$ cat src/rtl/qdi_pkg.sv
// rtl/qdi_pkg.sv - shared types, rail indices and 1of4 helpers for the QDI register
package qdi_pkg;

    // Handshake FSM states
    typedef enum logic [2:0] {
        ST_IDLE      = 3'd0,
        ST_WAIT_DATA = 3'd1,
        ST_ACK_IN    = 3'd2,
        ST_SEND      = 3'd3,
        ST_RTZ       = 3'd4
    } state_t;

    // Operation latched from the control token
    typedef enum logic [1:0] {
        OP_READ  = 2'd0,
        OP_WRITE = 2'd1,
        OP_WR_RD = 2'd2
    } op_t;

    // Control rail indices on the 1of3 Cx channel
    localparam int CTRL_READ  = 0;
    localparam int CTRL_WRITE = 1;
    localparam int CTRL_WR_RD = 2;

    // True when exactly one rail is high
    function automatic logic is_one_hot(input logic [3:0] v);
        return (v != 4'b0000) && ((v & (v - 4'd1)) == 4'b0000);
    endfunction

    // 1of4 rail to 2-bit value; only called on a validated token
    function automatic logic [1:0] decode_1of4(input logic [3:0] v);
        logic [1:0] r;
        case (v)
            4'b0010: r = 2'd1;
            4'b0100: r = 2'd2;
            4'b1000: r = 2'd3;
            default: r = 2'd0;
        endcase
        return r;
    endfunction

    // 2-bit value to 1of4 rail
    function automatic logic [3:0] encode_1of4(input logic [1:0] k);
        logic [3:0] r;
        r = 4'b0001 << k;
        return r;
    endfunction

endpackage

$ cat src/rtl/qdi_sync.sv
// rtl/qdi_sync.sv - N-bit flop synchronizer with configurable depth
module qdi_sync #(
    parameter int WIDTH  = 1,
    parameter int STAGES = 2
) (
    input  logic             i_clk,
    input  logic             i_rst,
    input  logic [WIDTH-1:0] i_d,
    output logic [WIDTH-1:0] o_q
);

    logic [WIDTH-1:0] r_sync [STAGES];

    // Shift the inputs through the chain; reset clears every stage
    always_ff @(posedge i_clk or posedge i_rst) begin
        if (i_rst) begin
            for (int i = 0; i < STAGES; i++) begin
                r_sync[i] <= '0;
            end
        end else begin
            r_sync[0] <= i_d;
            for (int i = 1; i < STAGES; i++) begin
                r_sync[i] <= r_sync[i-1];
            end
        end
    end

    assign o_q = r_sync[STAGES-1];

endmodule

$ cat src/rtl/sync_register_e1of4.sv
// rtl/sync_register_e1of4.sv - 2-bit QDI register on 1of3/1of4 four-phase channels; QDI_SYNC_EN adds input synchronizers
module sync_register_e1of4
    import qdi_pkg::*;
#(
    parameter logic [1:0] INIT_DATA   = 2'b00,
    parameter int         SYNC_STAGES = 2
) (
    input  logic       CLK,
    input  logic       RESET,
    input  logic [2:0] Cx,
    output logic       Cxe,
    input  logic [3:0] Tx,
    output logic       Txe,
    output logic [3:0] Rx,
    input  logic       Rxe,
    output logic       ERR
);

    // A one-stage synchronizer is not a synchronizer
    if (SYNC_STAGES < 2) begin : g_bad_stages
        $error("SYNC_STAGES must be at least 2");
    end

    logic [2:0] w_cx;
    logic [3:0] w_tx;
    logic       w_rxe;

`ifdef QDI_SYNC_EN
    logic [7:0] w_sync_q;

    qdi_sync #(
        .WIDTH  (8),
        .STAGES (SYNC_STAGES)
    ) u_sync (
        .i_clk (CLK),
        .i_rst (RESET),
        .i_d   ({Rxe, Tx, Cx}),
        .o_q   (w_sync_q)
    );

    assign w_cx  = w_sync_q[2:0];
    assign w_tx  = w_sync_q[6:3];
    assign w_rxe = w_sync_q[7];
`else
    assign w_cx  = Cx;
    assign w_tx  = Tx;
    assign w_rxe = Rxe;
`endif

    state_t     r_state;
    op_t        r_op;
    logic [1:0] r_data;
    logic [1:0] r_wdata;
    logic [1:0] r_out;
    logic       r_cxe;
    logic       r_txe;
    logic [3:0] r_rx;
    logic       r_err;

    // Handshake FSM; every output is a flop so no input reaches an output combinationally
    always_ff @(posedge CLK or posedge RESET) begin
        if (RESET) begin
            r_state <= ST_IDLE;
            r_op    <= OP_READ;
            r_data  <= INIT_DATA;
            r_wdata <= 2'd0;
            r_out   <= 2'd0;
            r_cxe   <= 1'b1;
            r_txe   <= 1'b1;
            r_rx    <= 4'b0000;
            r_err   <= 1'b0;
        end else begin
            case (r_state)
                ST_IDLE: begin
                    if (w_cx != 3'b000) begin
                        if (!is_one_hot({1'b0, w_cx})) begin
                            r_err <= 1'b1;
                        end else if (w_cx[CTRL_READ]) begin
                            r_op    <= OP_READ;
                            r_cxe   <= 1'b0;
                            r_state <= ST_ACK_IN;
                        end else begin
                            r_op    <= w_cx[CTRL_WRITE] ? OP_WRITE : OP_WR_RD;
                            r_state <= ST_WAIT_DATA;
                        end
                    end
                end
                ST_WAIT_DATA: begin
                    if (w_tx != 4'b0000) begin
                        if (!is_one_hot(w_tx)) begin
                            r_err <= 1'b1;
                        end else begin
                            r_wdata <= decode_1of4(w_tx);
                            r_cxe   <= 1'b0;
                            r_txe   <= 1'b0;
                            r_state <= ST_ACK_IN;
                        end
                    end
                end
                ST_ACK_IN: begin
                    if ((w_cx == 3'b000) && (w_tx == 4'b0000)) begin
                        case (r_op)
                            OP_WRITE: begin
                                r_data  <= r_wdata;
                                r_cxe   <= 1'b1;
                                r_txe   <= 1'b1;
                                r_state <= ST_IDLE;
                            end
                            OP_READ: begin
                                r_out   <= r_data;
                                r_state <= ST_SEND;
                            end
                            default: begin
                                r_out   <= r_data;
                                r_data  <= r_wdata;
                                r_state <= ST_SEND;
                            end
                        endcase
                    end
                end
                ST_SEND: begin
                    if (w_rxe) begin
                        r_rx <= encode_1of4(r_out);
                    end else if (r_rx != 4'b0000) begin
                        r_rx    <= 4'b0000;
                        r_state <= ST_RTZ;
                    end
                end
                ST_RTZ: begin
                    r_rx <= 4'b0000;
                    if (w_rxe) begin
                        r_cxe   <= 1'b1;
                        r_txe   <= 1'b1;
                        r_state <= ST_IDLE;
                    end
                end
                default: begin
                    r_state <= ST_IDLE;
                end
            endcase
        end
    end

    assign Cxe = r_cxe;
    assign Txe = r_txe;
    assign Rx  = r_rx;
    assign ERR = r_err;

endmodule
$ cat config.mk
export PLATFORM = sky130hd
export DESIGN_NAME = sync_register_e1of4
export DESIGN_NICKNAME = d
export VERILOG_FILES = /design/src/rtl/qdi_pkg.sv /design/src/rtl/qdi_sync.sv /design/src/rtl/sync_register_e1of4.sv
export SDC_FILE = /design/constraint.sdc
export NUM_CORES = 1
export LEC_CHECK = 0
export BUFFER_PORTS_ARGS = -buffer_cell sky130_fd_sc_hd__buf_2
export CAP_MARGIN = 20
export CORE_MARGIN = 2
export CORE_UTILIZATION = 58
export DETAILED_ROUTE_END_ITERATION = 8
export PLACE_DENSITY = 0.85
export SYNTH_ARGS = -nofsm -noshare
export SYNTH_HDL_FRONTEND = slang
export SYNTH_HIERARCHICAL = 1
export SYNTH_SLANG_ARGS = --single-unit
export TNS_END_PERCENT = 10
$ cat constraint.sdc
create_clock -name CLK -period 3.2 [get_ports CLK]
set_clock_uncertainty 0.15 [all_clocks]
set_input_delay 0.32 -clock CLK [delete_from_list [all_inputs] [get_ports CLK]]
set_output_delay 0.32 -clock CLK [all_outputs]
set_load 0.05 [all_outputs]
==> impl_metrics.csv, run 1 <==
group,metric,value,unit
placement,hpwlAfterDp,1.57,mm
synth,yosysWarnings,6,
timing,hold_viol_final,0,
clocking,cts_tree,"built",
clocking,root_buffer,"clkbuf_4",
synth,yosys_most_used_dff,"dfrtp_1",
placement,place_area,1130,um^2
timing,fin_crit,2.10,ns
drt,vias,876,
min_path,hold_class,"in -> reg",
timing,finalCritPeriodShare,65.6,%
timing,setup_tns,0,ns
setup_path,r2r-start,"r_state[0]",
drt,finalWirelength,2.08,mm
global_route,grt_overflow,0,
layout,final_cell_mix,"dfrtp_1, buf_2, nand2_1, nor2_1, a21oi_1",
layout,final_core_util,68.8,%
timing,slew_headroom,54.8,%
clocking,clockBufferDepth,2,
placement,gp_congestion,0.903,
timing,final.setup.worst_slack,1.10,ns
placement,dp_slack,1.10,ns
floorplan,rows,15,
synth,synth_area,1030,um^2
layout,area_delta_synth_final,13.7,%
run_status,status,"finished clean",
floorplan,die_x,46.2,um
layout,fin_nets,135,
layout,nFillCells,133,
pwr,p_total,0.900,mW
clocking,cts_buffers,3,
synth,netlist_instances,107,
global_route,grt_pass1_wl,3.42,mm
synth,ys_ff_latch,18,
layout,design_area,1170,um^2
timing,rsz0062_at_grt,"false",
drt,drc,0,
synth,synth_edf_count,0,
min_path,hold_start,"Tx[0]",
timing,drv_slew,0,
setup_path,slowest_delay,0.69,ns
floorplan,initial_core_util,60.5,%
clocking,worstSkewPairLatency,0.29,ns
setup_path,cp_max_fo,15,
floorplan,die_h,46.2,um
run,max-cap-violations,0,
floorplan,pin_count,17,
pwr,ir_worst_vdd,402,uV
layout,layout.cells.non_filler,149,
setup_path,startpoint,"r_state[0]",
synth,async_flop_share,100,%
drt,ant_nets,0,
setup_path,worst_setup_path_start_kind,"flop",
drt,drtPass1Iterations,4,
timing,worst_slew_pin_slew,0.677,ns
setup_path,crit_slowest_cell,"dfrtp_1",
setup_path,cp_top_family,"flip-flops",
global_route,grt.total_usage,22.7,%
clocking,postCtsSetupBuffers,0,
timing,max_freq,0.477,GHz
placement,dp_cells,144,
drt,drt_iter0_drc,22,
pwr,powerDensity,766,nW/um^2
synth,avgSynthCellArea,9.66,um^2
clocking,cts_resized,0,
setup_path,arrival,2.17,ns
drt,viasPerCell,5.88,
global_route,grt_pass1_vias,800,
synth,seq_area_frac_synth,43.8,%
pwr,p_leak,0.559,nW
floorplan,dieArea,2140,um^2
timing,setup_viol,0,
synth,synth_cell_types,38,
layout,n_antenna_cell,0,
global_route,antenna_found_initial,0,
layout,drive_above_1_share,20.2,%
setup_path,cp_num_buf_inv,1,
setup_path,cp-end-kind,"flop",
timing,worst_hold_slack,0.114,ns
synth,synth_nets,117,
clocking,cts_sinks,18,
setup_path,required,3.27,ns
clocking,h-tree-depth,1,
floorplan,core_area,1710,um^2
drt,avgRoutedWirePerCell,13.9,um
global_route,grt_max_degree,19,
clocking,clk_transition_reported_paths,0.10,ns
setup_path,crit_chain,"inv_1 > o211a_1 > a2111oi_4 > nor4b_2 > mux2_1",
setup_path,path_class,"reg -> reg",
placement,port_buffers,16,
==> power by group <==
part | internal (mW) | leakage, nW | switching, mW
Combinational | 0.149 | 0.308 | 0.236
Sequential | 0.290 | 0.230 | 0.0869
Clock | 0.0692 | 0.0210 | 0.0688
==> cells in the mapped netlist, drive strengths merged (2+ instances only) <==
cell | count | area share, %
dfrtp | 16 | 39
nand2 | 15 | 5.4
nor2 | 11 | 4.0
a21oi | 9 | 4.4
mux2 | 6 | 6.5
nor4 | 4 | 2.4
clkbuf | 3 | 1.1
o21ai | 3 | 1.5
dfstp | 2 | 5.1
inv | 2 | 0.73
nand3 | 2 | 0.97
nand4b | 2 | 1.7
nor3 | 2 | 0.97
nor4b | 2 | 2.3
o211a | 2 | 1.9
o31ai | 2 | 1.5
or2 | 2 | 1.2
xnor2 | 2 | 1.7
xor2 | 2 | 1.7
==> worst register-to-register path, stage by stage (launching register included) <==
cell       delay (ns)
dfrtp_1          0.69
inv_1            0.17
o211a_1          0.17
a2111oi_4        0.42
nor4b_2          0.11
mux2_1           0.32
==> kinds of logic (layout without fill, tap and decap cells) <==
kind of cell | count (synthesis) | in the layout | synth area share, %
buffers and inverters | 6 | 23 | 2.30
xor gates and xnor gates | 4 | 4 | 3.39
AOI/OAI and AO/OA | 24 | 24 | 18.0
and+or+nand+nor | 48 | 48 | 24.9
muxes | 7 | 7 | 7.51
DFF | 18 | 18 | 43.8
==> flip-flops by register name (all words and copies together), names as in the netlist <==
register,flops
r_wdata,2
r_op,2
r_state,3
r_out,2
ERR,1
Rx,4
r_data,2
Cxe,1
Txe,1
==> final timing paths <==
path                       cells past startpoint  slack (ns)          to
max in group asynchronous                      3        1.95       Rx[0]
min in group asynchronous                      3        0.52         ERR
min                                            2        0.11  r_wdata[1]
min reg2reg                                    1        0.32         ERR
max reg2reg                                    5        1.10         Cxe
max                                            5        1.10         Cxe
==> layout make-up <==
class | count | area (um^2) | share of cell area (%)
clock buffer | 4 | 36.3 | 3.09
inverter | 2 | 7.51 | 0.639
multi-input combinational | 83 | 557 | 47.4
sequential | 18 | 453 | 38.6
tap | 25 | 31.3 | 2.66
timing repair buffer | 17 | 90.1 | 7.67
==> repair_timing <==
action | 4_1_cts | 5_1_grt
hold buffers | 1 | 0
setup endpoints to repair | 0 | 0
endpoints found under the hold margin | 16 | 0
==> metal layers <==
metal | routed length (um) | global-route usage (%)
met4 | 23 | 9.71
met5 | 0 | 0
met2 | 1070 | 38.6
met3 | 85 | 3.92
met1 | 897 | 27.8
Note: power is estimated with default switching activity, not from simulation.
==> run 2: changes to the inputs <==
--- a/config.mk
+++ b/config.mk
@@ -8,9 +8,9 @@
 export BUFFER_PORTS_ARGS = -buffer_cell sky130_fd_sc_hd__buf_2
 export CAP_MARGIN = 20
 export CORE_MARGIN = 2
-export CORE_UTILIZATION = 58
+export CORE_UTILIZATION = 49
 export DETAILED_ROUTE_END_ITERATION = 8
-export PLACE_DENSITY = 0.85
+export PLACE_DENSITY = 0.77
 export SYNTH_ARGS = -nofsm -noshare
 export SYNTH_HDL_FRONTEND = slang
 export SYNTH_HIERARCHICAL = 1
==> constraint.sdc (replaced) <==
create_clock -name CLK -period 1.8 [get_ports CLK]
set_clock_uncertainty 0.15 [all_clocks]
set_input_delay 0.18 -clock CLK [delete_from_list [all_inputs] [get_ports CLK]]
set_output_delay 0.18 -clock CLK [all_outputs]
set_load 0.05 [all_outputs]
==> impl_metrics.csv, run 2 (synthesis gave the netlist of run 1 again) <==
group,metric,value,unit
floorplan,die_x,49.9,um
timing,setup_viol,0,
setup_path,reg2reg_slack,0.009,ns
pwr,powerDensity,1340,nW/um^2
layout,area_delta_synth_final,25.7,%
layout,layout_commonest_cell,"buf_2",
setup_path,required,1.88,ns
drt,drt_iter0_drc,26,
layout,nFillCells,168,
floorplan,die_h,49.9,um
timing,final.setup.worst_slack,0.00907,ns
placement,port_buffers,16,
global_route,antenna_found_initial,0,
clocking,cts_sinks,18,
layout,largest_reg_flops,4,
setup_path,startpoint,"r_state[0]",
timing,slew_headroom,55.7,%
setup_path,worst_setup_path_start_kind,"flop",
clocking,cts_buffers,3,
timing,worst_slew_pin_slew,0.664,ns
placement,dp_slack,-0.0487,ns
setup_path,arrival,1.87,ns
timing,max_freq,0.558,GHz
floorplan,pin_count,17,
timing,rsz0062_at_grt,"true",
clocking,postCtsSetupBuffers,0,
drt,vias,911,
setup_path,cp_max_fo,6,
layout,drive_above_1_share,29.0,%
floorplan,dieArea,2490,um^2
clocking,clk_transition_reported_paths,0.11,ns
clocking,worstSkewPairLatency,0.29,ns
drt,finalWirelength,2.19,mm
setup_path,r2r-start,"r_state[0]",
setup_path,cp-end-kind,"flop",
timing,setup_tns,0,ns
setup_path,cp-endpoint,"Cxe",
run_status,status,"finished clean",
setup_path,r2r_cells,5,
clocking,clockBufferDepth,2,
placement,gp_congestion,0.836,
floorplan,rows,16,
layout,n_antenna_cell,0,
floorplan,initial_core_util,52.1,%
global_route,grt_overflow,0,
global_route,grt_pass1_wl,3.91,mm
placement,hpwlAfterDp,1.64,mm
drt,drtPass1Iterations,4,
drt,ant_nets,0,
min_path,hold_class,"in -> reg",
clocking,h-tree-depth,1,
timing,hold_viol_final,0,
layout,design_area,1300,um^2
drt,avgRoutedWirePerCell,13.3,um
setup_path,r2r_end,"Cxe",
pwr,p_leak,0.630,nW
setup_path,path_class,"reg -> reg",
run,max-cap-violations,0,
layout,final_core_util,65.5,%
drt,drc,0,
clocking,cts_tree,"built",
layout,final_cell_mix,"buf_2, dfrtp_1, nand2_1, buf_4, nor2_1",
floorplan,core_area,1980,um^2
clocking,root_buffer,"clkbuf_4",
global_route,grt_max_degree,19,
pwr,ir_worst_vdd,797,uV
timing,drv_slew,0,
global_route,grt_pass1_vias,915,
global_route,grt.total_usage,20.4,%
layout,fin_nets,149,
timing,worst_hold_slack,0.0604,ns
timing,finalCritPeriodShare,99.5,%
drt,viasPerCell,5.52,
placement,place_area,1220,um^2
timing,fin_crit,1.79,ns
[run 2: timing repair]
action                                  CTS  global route
endpoints found under the hold margin    17             0
hold buffers                              3             0
endpoints found under the setup margin    1             2
resized for setup                         2             1
[run 2: stage by stage]
step | std cells | power [mW]
finish | 165 | 1.75
global route | 165 | 1.89
CTS | 165 | 1.74
detailed placement | 158 | 1.48
global placement | 158 | 1.46
floorplan | 107 | 1.20
[run 2: power breakdown]
group / total [mW] / internal, mW / switching [mW] / leakage (nW)
clock network: 0.253 / 0.123 / 0.130 / 0.0210
logic: 0.897 / 0.389 / 0.508 / 0.380
registers: 0.596 / 0.520 / 0.0755 / 0.229
[run 2: worst min-delay path by stage]
stage	startpoint	end	slack, ns	depth (start not counted)
global placement	RESET	r_wdata[1]	0.16	2
detailed placement	RESET	r_wdata[1]	0.16	2
global route	Cx[1]	r_op[0]	0.05	3
CTS	Rxe	Rx[3]	0.06	3
finish	Rxe	Rx[1]	0.06	3
floorplan	RESET	ERR	-0.03	1
[run 2: per-layer routing]
metal  track usage (%)  part of all wire, %  vias up
li1                  -                    -      453
met1              25.4                   44      423
met2              35.3                   50       29
met3              3.64                  4.1        6
met4              6.94                  2.0        0
met5                 0                    0        -
[run 2: layout make-up]
class / count / area (um^2) / share of cell area (%)
Timing Repair Buffer: 31 / 200 / 15.4
Sequential cell: 18 / 454 / 35.0
Clock buffer: 4 / 36.3 / 2.79
Multi-Input combinational cell: 83 / 567 / 43.6
Inverter: 2 / 7.51 / 0.578
Tap cell: 27 / 33.8 / 2.60
[run 2: worst max-delay path, stage by stage (launching register included)]
cell     delay (ns)
dfrtp_2        0.46
or3b_1         0.42
nor2_2         0.14
a21oi_1        0.07
nor4b_2        0.17
mux2_1         0.32
